## config.mk

```make
export PLATFORM = sky130hd
export DESIGN_NAME = seq_divider
export DESIGN_NICKNAME = d
export VERILOG_FILES = /design/src/rtl/div_pkg.sv /design/src/rtl/div_step.sv /design/src/rtl/seq_divider.sv
export SDC_FILE = /design/constraint.sdc
export NUM_CORES = 1
export LEC_CHECK = 0
export BUFFER_PORTS_ARGS = -buffer_cell sky130_fd_sc_hd__buf_4
export CAP_MARGIN = 40
export CORE_MARGIN = 4
export CORE_UTILIZATION = 51
export CTS_CLUSTER_SIZE = 20
export DETAILED_ROUTE_END_ITERATION = 12
export GPL_ROUTABILITY_DRIVEN = 1
export PLACE_DENSITY_LB_ADDON = 0.1
export SYNTH_ARGS = -nofsm -noshare
export SYNTH_HDL_FRONTEND = slang
export SYNTH_SLANG_ARGS = --single-unit
```

## constraint.sdc

```tcl
create_clock -name clk -period 2.19 [get_ports clk]
set_clock_uncertainty 0.2 [all_clocks]
set_input_delay 0.438 -clock clk [delete_from_list [all_inputs] [get_ports clk]]
set_output_delay 0.438 -clock clk [all_outputs]
set_load 0.005 [all_outputs]
```

## src/rtl/div_pkg.sv

```systemverilog
// div_pkg: shared state encoding, default width and counter sizing for seq_divider
package div_pkg;
  localparam int DEF_WIDTH = 8;
  typedef enum logic [1:0] {IDLE = 2'd0, RUN = 2'd1, DONE = 2'd2} state_e;
  function automatic int cnt_w(input int w);
    return $clog2(w + 1);
  endfunction
endpackage

```

## src/rtl/div_step.sv

```systemverilog
// div_step: one combinational restoring-division step
module div_step #(
  parameter int WIDTH = 8
) (
  input  logic [WIDTH-1:0] rem_i,
  input  logic             bit_i,
  input  logic [WIDTH-1:0] div_i,
  output logic [WIDTH-1:0] rem_o,
  output logic             q_o
);
  logic [WIDTH:0] sh;
  assign sh    = {rem_i, bit_i};
  assign q_o   = sh >= {1'b0, div_i};
  assign rem_o = q_o ? WIDTH'(sh - {1'b0, div_i}) : sh[WIDTH-1:0];
endmodule

```

## src/rtl/seq_divider.sv

```systemverilog
// seq_divider: multi-cycle restoring divider, one quotient bit per clock; DIVIDER_SIGNED_EN enables two's-complement operands
module seq_divider
  import div_pkg::*;
#(
  parameter int WIDTH = DEF_WIDTH
) (
  input  logic             clk,
  input  logic             rst,
  input  logic             start,
  input  logic [WIDTH-1:0] in_1,
  input  logic [WIDTH-1:0] in_2,
  output logic             busy,
  output logic             done,
  output logic [WIDTH-1:0] quotient,
  output logic [WIDTH-1:0] remainder,
  output logic             div_by_zero
);
  localparam int CW = cnt_w(WIDTH);
  state_e state_q, state_d;
  logic [WIDTH-1:0] q_q, q_d, d_q, d_d, r_q, r_d, quo_q, quo_d, rem_q, rem_d;
  logic [CW-1:0] cnt_q, cnt_d;
  logic dz_q, dz_d, dbz_q, dbz_d;
  logic [WIDTH-1:0] r_step, q_res, r_src, a_mag, b_mag, q_fix, r_fix, dz_quo;
  logic q_bit, accept, finish;
  div_step #(.WIDTH(WIDTH)) u_step (
    .rem_i(r_q),
    .bit_i(q_q[WIDTH-1]),
    .div_i(d_q),
    .rem_o(r_step),
    .q_o  (q_bit)
  );
  assign accept = start && state_q != RUN;
  assign finish = state_q == RUN && (dz_q || cnt_q == CW'(WIDTH - 1));
  assign q_res  = {q_q[WIDTH-2:0], q_bit};
  // a zero divisor finishes before any step, so q_q still holds the dividend magnitude
  assign r_src  = dz_q ? q_q : r_step;
`ifdef DIVIDER_SIGNED_EN
  logic qneg_q, rneg_q, qneg_d, rneg_d;
  assign a_mag  = in_1[WIDTH-1] ? -in_1 : in_1;
  assign b_mag  = in_2[WIDTH-1] ? -in_2 : in_2;
  assign qneg_d = accept ? in_1[WIDTH-1] ^ in_2[WIDTH-1] : qneg_q;
  assign rneg_d = accept ? in_1[WIDTH-1] : rneg_q;
  assign q_fix  = qneg_q ? -q_res : q_res;
  assign r_fix  = rneg_q ? -r_src : r_src;
  assign dz_quo = rneg_q ? WIDTH'(1) : '1;
  always_ff @(posedge clk) begin
    if (rst) begin
      qneg_q <= 1'b0;
      rneg_q <= 1'b0;
    end else begin
      qneg_q <= qneg_d;
      rneg_q <= rneg_d;
    end
  end
`else
  assign a_mag  = in_1;
  assign b_mag  = in_2;
  assign q_fix  = q_res;
  assign r_fix  = r_src;
  assign dz_quo = '1;
`endif
  always_comb begin
    state_d = state_q;
    q_d     = q_q;
    d_d     = d_q;
    r_d     = r_q;
    cnt_d   = cnt_q;
    dz_d    = dz_q;
    quo_d   = quo_q;
    rem_d   = rem_q;
    dbz_d   = dbz_q;
    if (accept) begin
      state_d = RUN;
      q_d     = a_mag;
      d_d     = b_mag;
      r_d     = '0;
      cnt_d   = '0;
      dz_d    = in_2 == '0;
    end else if (state_q == RUN) begin
      q_d   = q_res;
      r_d   = r_step;
      cnt_d = cnt_q + CW'(1);
      if (finish) begin
        state_d = DONE;
        quo_d   = dz_q ? dz_quo : q_fix;
        rem_d   = r_fix;
        dbz_d   = dz_q;
      end
    end else if (state_q == DONE) begin
      state_d = IDLE;
    end
  end
  always_ff @(posedge clk) begin
    if (rst) begin
      state_q <= IDLE;
      q_q     <= '0;
      d_q     <= '0;
      r_q     <= '0;
      cnt_q   <= '0;
      dz_q    <= 1'b0;
      quo_q   <= '0;
      rem_q   <= '0;
      dbz_q   <= 1'b0;
    end else begin
      state_q <= state_d;
      q_q     <= q_d;
      d_q     <= d_d;
      r_q     <= r_d;
      cnt_q   <= cnt_d;
      dz_q    <= dz_d;
      quo_q   <= quo_d;
      rem_q   <= rem_d;
      dbz_q   <= dbz_d;
    end
  end
  assign busy        = state_q == RUN;
  assign done        = state_q == DONE;
  assign quotient    = quo_q;
  assign remainder   = rem_q;
  assign div_by_zero = dbz_q;
endmodule

```

-- After elaboration in Yosys (flattened, before gate mapping)
Cells that the tools add are included.
- bitwise gates (word level): 1
- $add $sub $neg: 2
- mux-type cells: 9
- reduce and logical (&&, ||, !) cells: 11
- magnitude comparators: 1
- equal/unequal tests: 6
- operators by type and width (operator ; number):
    $mux W8 ; 5
    $ge A9 B8 Y1 ; 1
    $logic_not A8 Y1 ; 1
    $sub A8 B8 Y8 ; 1
    $mux W2 ; 3
    $add A4 B1 Y4 const B ; 1
    $eq A4 B3 Y1 const B ; 1
    $ne A2 B1 Y1 const B ; 2
    $reduce_and A2 Y1 ; 2
    $reduce_bool A2 Y1 ; 2
    $ne A3 B1 Y1 const B ; 1
    $reduce_and A3 Y1 ; 1
    $reduce_bool A3 Y1 ; 1
    $eq A2 B1 Y1 const B ; 1
    $eq A2 B2 Y1 const B ; 1
    $logic_and A1 B1 Y1 ; 2
    $reduce_or A2 Y1 ; 1
    $logic_or A1 B1 Y1 ; 1
    $mux W1 ; 1
    $not A1 Y1 ; 1
- register bits after elaboration: 48
- bits of input ports: 19
- word-level logic and storage cells: 40

-- Depth between registers and ports, before layout
Gate-level depths: netlist of the first run.
- word-level depth: 6
- depth in mapped cells: 9
- mapped depth without buffers: 9

-- By module
From an unflattened synthesis of the first run, not the netlist that was laid out.
- cells, all modules: 270
- area, all modules: 2630.0 sq um
- by module, submodules not included (module ; area an instance (sq um) ; cells an instance ; times used):
    seq_divider ; 2089.5 ; 202 ; 1
    div_step ; 540.5 ; 68 ; 1

-- Worst setup path before layout of the first run
Ideal clock, no wire load.
- path type: register to register
- from: register q_q[7]
- to: register rem_q[6] (netlist: remainder[6])
- data arrival time: 1.938 ns
- stages on the path, launching flop included: 10
- library setup time: 0.079 ns
- data required time: 1.911 ns
- buffers on the path: 0
- clock period less this slack: 2.218 ns
- setup slack: -0.028 ns
- cell sequence: dfxtp_1 inv_1 ha_1 fa_1 nor2b_4 o31ai_1 a21boi_0 nor3_1 o32a_1 a211oi_2
- cells in the longest elaborated chain, start to end: 3
- elaborated cells between the ends (all ways): 4
- ends and longest elaborated chain (what ; line ; source):
    start: declaration ; seq_divider.sv:20 ; logic [WIDTH-1:0] q_q, q_d, d_q, d_d, r_q, r_d, quo_q, quo_d, rem_q, rem_d;
    start signal: assignment ; seq_divider.sv:106 ; q_q <= q_d;
    $sub A8 B8 Y8 or $ge A9 B8 Y1 (tied branches) ; div_step.sv:14, div_step.sv:13 ;
    $mux W8 * ; div_step.sv:14 ; assign rem_o = q_o ? WIDTH'(sh - {1'b0, div_i}) : sh[WIDTH-1:0];
    $mux W8 * ; seq_divider.sv:36 ; assign r_src = dz_q ? q_q : r_step;
    end signal: assignment ; seq_divider.sv:112 ; rem_q <= rem_d;
    end: declaration ; seq_divider.sv:20 ;
Mark *: on every way between the ends. The rest lies on a longest branch, timed or not.
A chain may end at the register's enable or synchronous reset.

-- Worst setup path in the final report of the first run
- from: register d_q[6]
- to: register rem_q[6] (netlist: remainder[6])
- cells in the longest elaborated chain, start to end: 3
- elaborated cells between the ends (all ways): 4
- ends and longest elaborated chain (what ; line ; source):
    start: declaration ; seq_divider.sv:20 ;
    start signal: assignment ; seq_divider.sv:97 ; d_q <= '0;
    start signal: assignment ; seq_divider.sv:107 ; d_q <= d_d;
    $sub A8 B8 Y8 or $ge A9 B8 Y1 (tied branches) ; div_step.sv:14, div_step.sv:13 ;
    $mux W8 * ; div_step.sv:14 ;
    $mux W8 * ; seq_divider.sv:36 ;
Marks and branches as above.

==> results.yml, run 1 <==
timing:
  setup_violations: 1
  fmax_mhz: 453
  fin_crit_sh_pct: 101
  worst_pin_slew_ns: 0.385
  rsz0062_at_grt: "true"
  slew_headroom_pct: 74.4
  finalSetupTns_ns: -0.0191
  setup_slack_ns: -0.0191
  drv_slew: 0
  hold_viol: 0
  min_period_ns: 2.21
floorplan:
  chipHeight_um: 78.2
  die_w_um: 78.2
  die_area_mm2: 0.00612
  initial_core_util_pct: 52.9
  num_rows: 25
  core-area_mm2: 0.00475
  pin_count: 38
power_and_ir_drop:
  pwr-share-comb_pct: 37.4
  swShare_pct: 33.4
  powerDensity_mw_per_mm2: 729
  net-switching-power_mw: 0.785
  power.leakage_nw: 1.29
  internal_power_mw: 1.56
  irDropWorstVdd_mv: 0.453
  seqPwrFrac_pct: 40.9
  clockPowerShare_pct: 21.7
logic_synthesis:
  synth_top_area_share_pct: 38.2
  syn_inst: 307
  synth_seq_cells: 48
  synth-async-reset-ratio_pct: 0
  syn_avg_cell_area_um2: 8.20
  yosys_warnings: 0
  netlist_top_cells_count: "dfxtp_1 (48), nor2_1 (39), a21oi_1 (33)"
  synth_ff_type: "dfxtp_1"
  ys_types: 52
  yosysTopAreaCell: "dfxtp_1"
  syn_area_mm2: 0.00252
  synth-edff-count: 0
  synth_most_common_cell: "dfxtp_1"
  syn-num-nets: 339
  synth_area_leaders: "dfxtp_1 (38%), a21oi_1 (6.6%), ha_1 (6.0%)"
  synth.yosys.seq_area_share_pct: 38.2
place:
  port_buffers: 37
  routabilityCongestion: 0.878
  place_hpwl_mm: 4.40
route:
  wl_met1_mm: 2.83
  drc_errors: 0
  drt-initial-drc-count: 103
  wl_met3_um: 198
  routed_wl_mm: 6.15
  via_per_inst: 5.34
  drtPass1Iterations: 4
  routedWlPerCell_um: 14.3
  wl_met2_mm: 3.05
  highest_layer: "met4"
  vias: 2300
  ant_nets: 0
clock_tree:
  clkSinkCount: 48
  cts_root_buffer: "clkbuf_8"
  hold_buffers: 0
  insertion_delay_ns: 0.30
  cts_tree: "built"
  clk_pin_slew_ns: 0.08
  numCtsBuffers: 5
  cts_buffer_depth: 2
  cts-htree-levels: 2
global_routing:
  grt_max_degree: 43
  grt.total_usage_pct: 21.0
  grt_pass1_vias: 2256
  grt_pass1_wl_mm: 10.2
  gr-total-overflow: 0
  antenna_found_initial: 0
setup_path:
  crit_arrival_ns: 2.24
  crit_start: "d_q[6]$_SDFFE_PP0P_"
  cp_max_fo: 5
  crit_type: "flop to flop"
  critPathMaxStageDelay_ns: 0.38
  crit_chain: "inv_1 > ha_1 > and2_2 > and3b_2 > o221a_4 > nor2_4 > o32a_1 > a211oi_2"
  slowest_stage: "o32a_1"
  setup.worst_path.end_class: "flop"
  timing.rr.start: "d_q[6]$_SDFFE_PP0P_"
  start_kind: "flop"
  crit_required_ns: 2.22
cells_and_area:
  area_growth_pct: 28.0
  fin_nets: 396
  drive_gt1_share_pct: 29.7
  final-seq-area_um2: 971
  fillers: 419
  multi_input_area_mm2: 0.00153
  final_core_util_pct: 67.7
  num_antenna_cells: 0
run_status:
  status: "finished with violations"
  violations: "negative setup slack"
flow_run:
  drv_cap: 0
min_path:
  min_from: "in_2[1]"
  hp-class: "input port to flop"
[through the flow]
stage | std cells | setup WS (ns) | cell area [um2] | power [mW] | hold slack (ns)
after global placement | 423 | -0.0648 | 3020 | 1.75 | 0.243
final | 431 | -0.0191 | 3220 | 2.35 | 0.179
after global routing | 431 | -0.131 | 3220 | 2.49 | 0.168
after floorplan | 307 | 0.0203 | 2520 | 1.50 | 0.236
after CTS | 430 | -0.0502 | 3140 | 2.29 | 0.171
after detailed placement | 423 | -0.127 | 3020 | 1.76 | 0.248
[metal layers]
metal  track usage [%]  vias to the layer above
met1              26.9                     1075
li1                  -                     1185
met2              34.8                       34
met5                 0                        -
met3              4.93                        6
met4              6.47                        0
[power by group through the flow]
stage / sequential (mW) / clock (mW) / combinational, mW
finish: 0.960 / 0.510 / 0.877
global route: 0.966 / 0.567 / 0.961
CTS: 0.956 / 0.526 / 0.811
detailed placement: 0.975 / 0 / 0.780
global placement: 0.974 / 0 / 0.778
floorplan: 0.964 / 0 / 0.533
[kinds of logic (layout without fill, tap and decap cells)]
| logic type | after synthesis | in the layout | synth area share, % |
|---|---|---|---|
| AOI/OAI and AO/OA | 85 | 85 | 21.3 |
| xor gates and xnor gates | 5 | 5 | 1.74 |
| adders and majority gates | 13 | 13 | 6.76 |
| buffers and inverters | 31 | 88 | 5.02 |
| DFF | 48 | 48 | 38.2 |
| muxes | 12 | 12 | 4.77 |
| and+or+nand+nor | 113 | 113 | 22.2 |
[final timing paths]
check        slack [ns]  cells past startpoint                        end
max reg2reg       -0.02                      8  remainder[6]$_SDFFE_PP0P_
min                0.18                      3        d_q[1]$_SDFFE_PP0P_
min reg2reg        0.26                      2        d_q[6]$_SDFFE_PP0P_
max               -0.02                      8  remainder[6]$_SDFFE_PP0P_
[flip-flops by register name, indices dropped and copies added, names as in the netlist]
name,count
cnt_q,4
d_q,8
div_by_zero,1
dz_q,1
q_q,8
quotient,8
r_q,8
remainder,8
state_q,2
[critical path: cells and delay by family, from the launching register on]
kind            cells  cell delay (ns)
fa+ha+maj           1             0.29
flops               1             0.33
buf+inv             1             0.04
compound gates      3             0.82
simple gates        3             0.45
[layout make-up]
| cell class | instances | share of cell area, % |
|---|---|---|
| multi-input combinational | 228 | 47.4 |
| sequential | 48 | 30.1 |
| clock inverter | 2 | 0.389 |
| timing repair buffer | 67 | 15.7 |
| clock buffer | 5 | 2.14 |
| inverter | 14 | 1.63 |
| tap | 67 | 2.60 |
[layout by cell type, fill, tap and decap left out, drive strengths merged, types with 2 or more instances in the layout]
cell type / netlist / final
a211oi: 17 / 17
xor2: 3 / 3
inv: 14 / 14
o21a: 2 / 2
nand3b: 3 / 3
o21ai: 19 / 19
nor3: 2 / 2
dfxtp: 48 / 48
nand4: 2 / 2
mux2i: 12 / 12
and3b: 2 / 2
ha: 12 / 12
nand2b: 6 / 6
buf: 5 / 67
a21oi: 34 / 34
and2: 2 / 2
or2: 2 / 2
nor2: 40 / 40
nand2: 32 / 32
nor4: 2 / 2
nand3: 11 / 11
clkbuf: 12 / 5
o211ai: 2 / 2
nor2b: 5 / 5
o221ai: 2 / 2
o221a: 2 / 2
xnor2: 2 / 2
[what timing repair did]
action	CTS	global route
resized for setup	11	19
pin swaps	2	10
endpoints found under the hold margin	0	0
setup endpoints to repair	15	18
buffers inserted	0	1
(Power assumes the default switching activity.)
==> inputs of run 2 (changes only) <==
--- a/config.mk
+++ b/config.mk
@@ -8,7 +8,8 @@
 export BUFFER_PORTS_ARGS = -buffer_cell sky130_fd_sc_hd__buf_4
 export CAP_MARGIN = 40
 export CORE_MARGIN = 4
-export CORE_UTILIZATION = 51
+export CORE_UTILIZATION = 53
+export CTS_BUF_LIST = sky130_fd_sc_hd__clkbuf_2 sky130_fd_sc_hd__clkbuf_4 sky130_fd_sc_hd__clkbuf_8
 export CTS_CLUSTER_SIZE = 20
 export DETAILED_ROUTE_END_ITERATION = 12
 export GPL_ROUTABILITY_DRIVEN = 1
==> results.yml, run 2 (synthesis results as in run 1) <==
timing:
  slew_headroom_pct: 77.1
  hold_viol: 0
  drv_slew: 0
  fin_crit_sh_pct: 103
  rsz0062_at_grt: "true"
  setup_violations: 3
  worst_pin_slew_ns: 0.343
  min_period_ns: 2.25
  setup_slack_ns: -0.0636
  finalSetupTns_ns: -0.171
  fmax_mhz: 444
power_and_ir_drop:
  powerDensity_mw_per_mm2: 813
  pwr-share-comb_pct: 34.5
  swShare_pct: 32.0
  irDropWorstVdd_mv: 0.536
  internal_power_mw: 1.82
  clockPowerShare_pct: 29.5
  seqPwrFrac_pct: 36.0
  net-switching-power_mw: 0.855
  power.leakage_nw: 1.32
route:
  drt-initial-drc-count: 185
  vias: 2392
  drtPass1Iterations: 5
  routed_wl_mm: 6.70
  via_per_inst: 5.76
  routedWlPerCell_um: 16.1
  drc_errors: 0
  ant_nets: 0
floorplan:
  pin_count: 38
  core-area_mm2: 0.00447
  die_area_mm2: 0.00591
  num_rows: 24
  initial_core_util_pct: 56.2
  die_w_um: 76.9
  chipHeight_um: 76.9
global_routing:
  grt_pass1_wl_mm: 10.7
  grt_pass1_vias: 2218
  gr-total-overflow: 0
  grt_max_degree: 33
  grt.total_usage_pct: 22.4
  antenna_found_initial: 0
clock_tree:
  cts_tree: "built"
  cts_buffer_depth: 2
  clkSinkCount: 48
  numCtsBuffers: 5
  cts_root_buffer: "clkbuf_8"
  cts-htree-levels: 2
  hold_buffers: 0
  clk_pin_slew_ns: 0.10
  insertion_delay_ns: 0.31
flow_run:
  drv_cap: 0
min_path:
  min_from: "in_2[4]"
  hp-class: "input port to flop"
setup_path:
  crit_arrival_ns: 2.26
  reg2reg_setup_slack_ns: -0.06
  crit_required_ns: 2.19
  start_kind: "flop"
  timing.rr.start: "q_q[7]$_SDFFE_PP0P_"
  cp_max_fo: 3
  crit_type: "flop to flop"
  setup.worst_path.end_class: "flop"
  crit_start: "q_q[7]$_SDFFE_PP0P_"
cells_and_area:
  final_cell_mix: "buf_4 (63), dfxtp_1 (40), nor2_1 (37)"
  drive_gt1_share_pct: 32.0
  fin_nets: 394
  num_antenna_cells: 0
  area_growth_pct: 30.7
  final_common_cell: "buf_4"
place:
  routabilityCongestion: 0.850
  place_hpwl_mm: 4.46
  place_ws_ns: -0.118
  port_buffers: 37
run_status:
  violations: "negative setup slack"
  status: "finished with violations"
[run 2: cell types whose count changed in the layout (fill, tap and decap cells not counted), moves of 2 or more]
| cell | change |
|---|---|
| dfxtp_2 | +2 |
| a21oi_2 | -2 |
| buf_4 | -3 |
| bufinv_16 | +2 |
| ha_1 | -3 |
| ha_2 | +2 |
| inv_1 | -2 |
| dfxtp_1 | -2 |
| inv_2 | +2 |
[run 2: power by group through the flow]
stage / sequential (mW) / combinational (mW) / clock [mW]
final: 0.963 / 0.922 / 0.790
after global routing: 0.969 / 0.999 / 0.830
after CTS: 0.958 / 0.815 / 0.795
after detailed placement: 0.976 / 0.776 / 0
after global placement: 0.974 / 0.767 / 0
after floorplan: 0.964 / 0.533 / 0
[run 2: final cells by class]
type / instances / area (um2)
Clock buffer: 5 / 68.8
Clock inverter: 3 / 68.8
Fill cell: 355 / 1190
Inverter: 14 / 52.6
Multi-Input combinational cell: 228 / 1560
Sequential cell: 48 / 973
Tap cell: 52 / 65.1
Timing Repair Buffer: 65 / 504
[run 2: through the flow]
stage / std cells / util (%) / power (mW) / cell area (um2) / hold WS (ns)
after floorplan: 307 / - / 1.50 / 2520 / 0.236
after global placement: 405 / 66.9 / 1.74 / 2990 / 0.244
after detailed placement: 405 / 66.9 / 1.75 / 2990 / 0.249
after CTS: 413 / 71.0 / 2.57 / 3180 / 0.181
after global routing: 415 / 73.5 / 2.80 / 3290 / 0.194
final: 415 / 73.5 / 2.67 / 3290 / 0.188
[run 2: path summary, 6_finish.rpt]
check                           depth (start not counted)                        end
worst max-delay path                                    9  remainder[4]$_SDFFE_PP0P_
worst min-delay path                                    3        d_q[4]$_SDFFE_PP0P_
worst max register to register                          9  remainder[4]$_SDFFE_PP0P_
worst min register to register                          2        d_q[4]$_SDFFE_PP0P_
[run 2: repair_timing]
action | in CTS | in global routing
resized for setup | 13 | 25
setup endpoints to repair | 13 | 16
buffers inserted | 0 | 2
pin swaps | 3 | 9
[run 2: critical path: stages, from the launching register on]
cell	delay [ns]
dfxtp_2	0.33
inv_2	0.08
ha_4	0.15
fa_2	0.24
nor2b_4	0.07
o21ai_1	0.17
or3b_2	0.47
a22o_1	0.24
o211ai_1	0.10
a21oi_1	0.09
[run 2: routing by layer]
metal | share of wire, % | track usage, % | vias up
met5 | 0 | 0 | -
met2 | 50 | 36.9 | 73
met3 | 6.0 | 5.15 | 9
met1 | 43 | 28.6 | 1125
li1 | - | - | 1185
met4 | 1.4 | 7.97 | 0
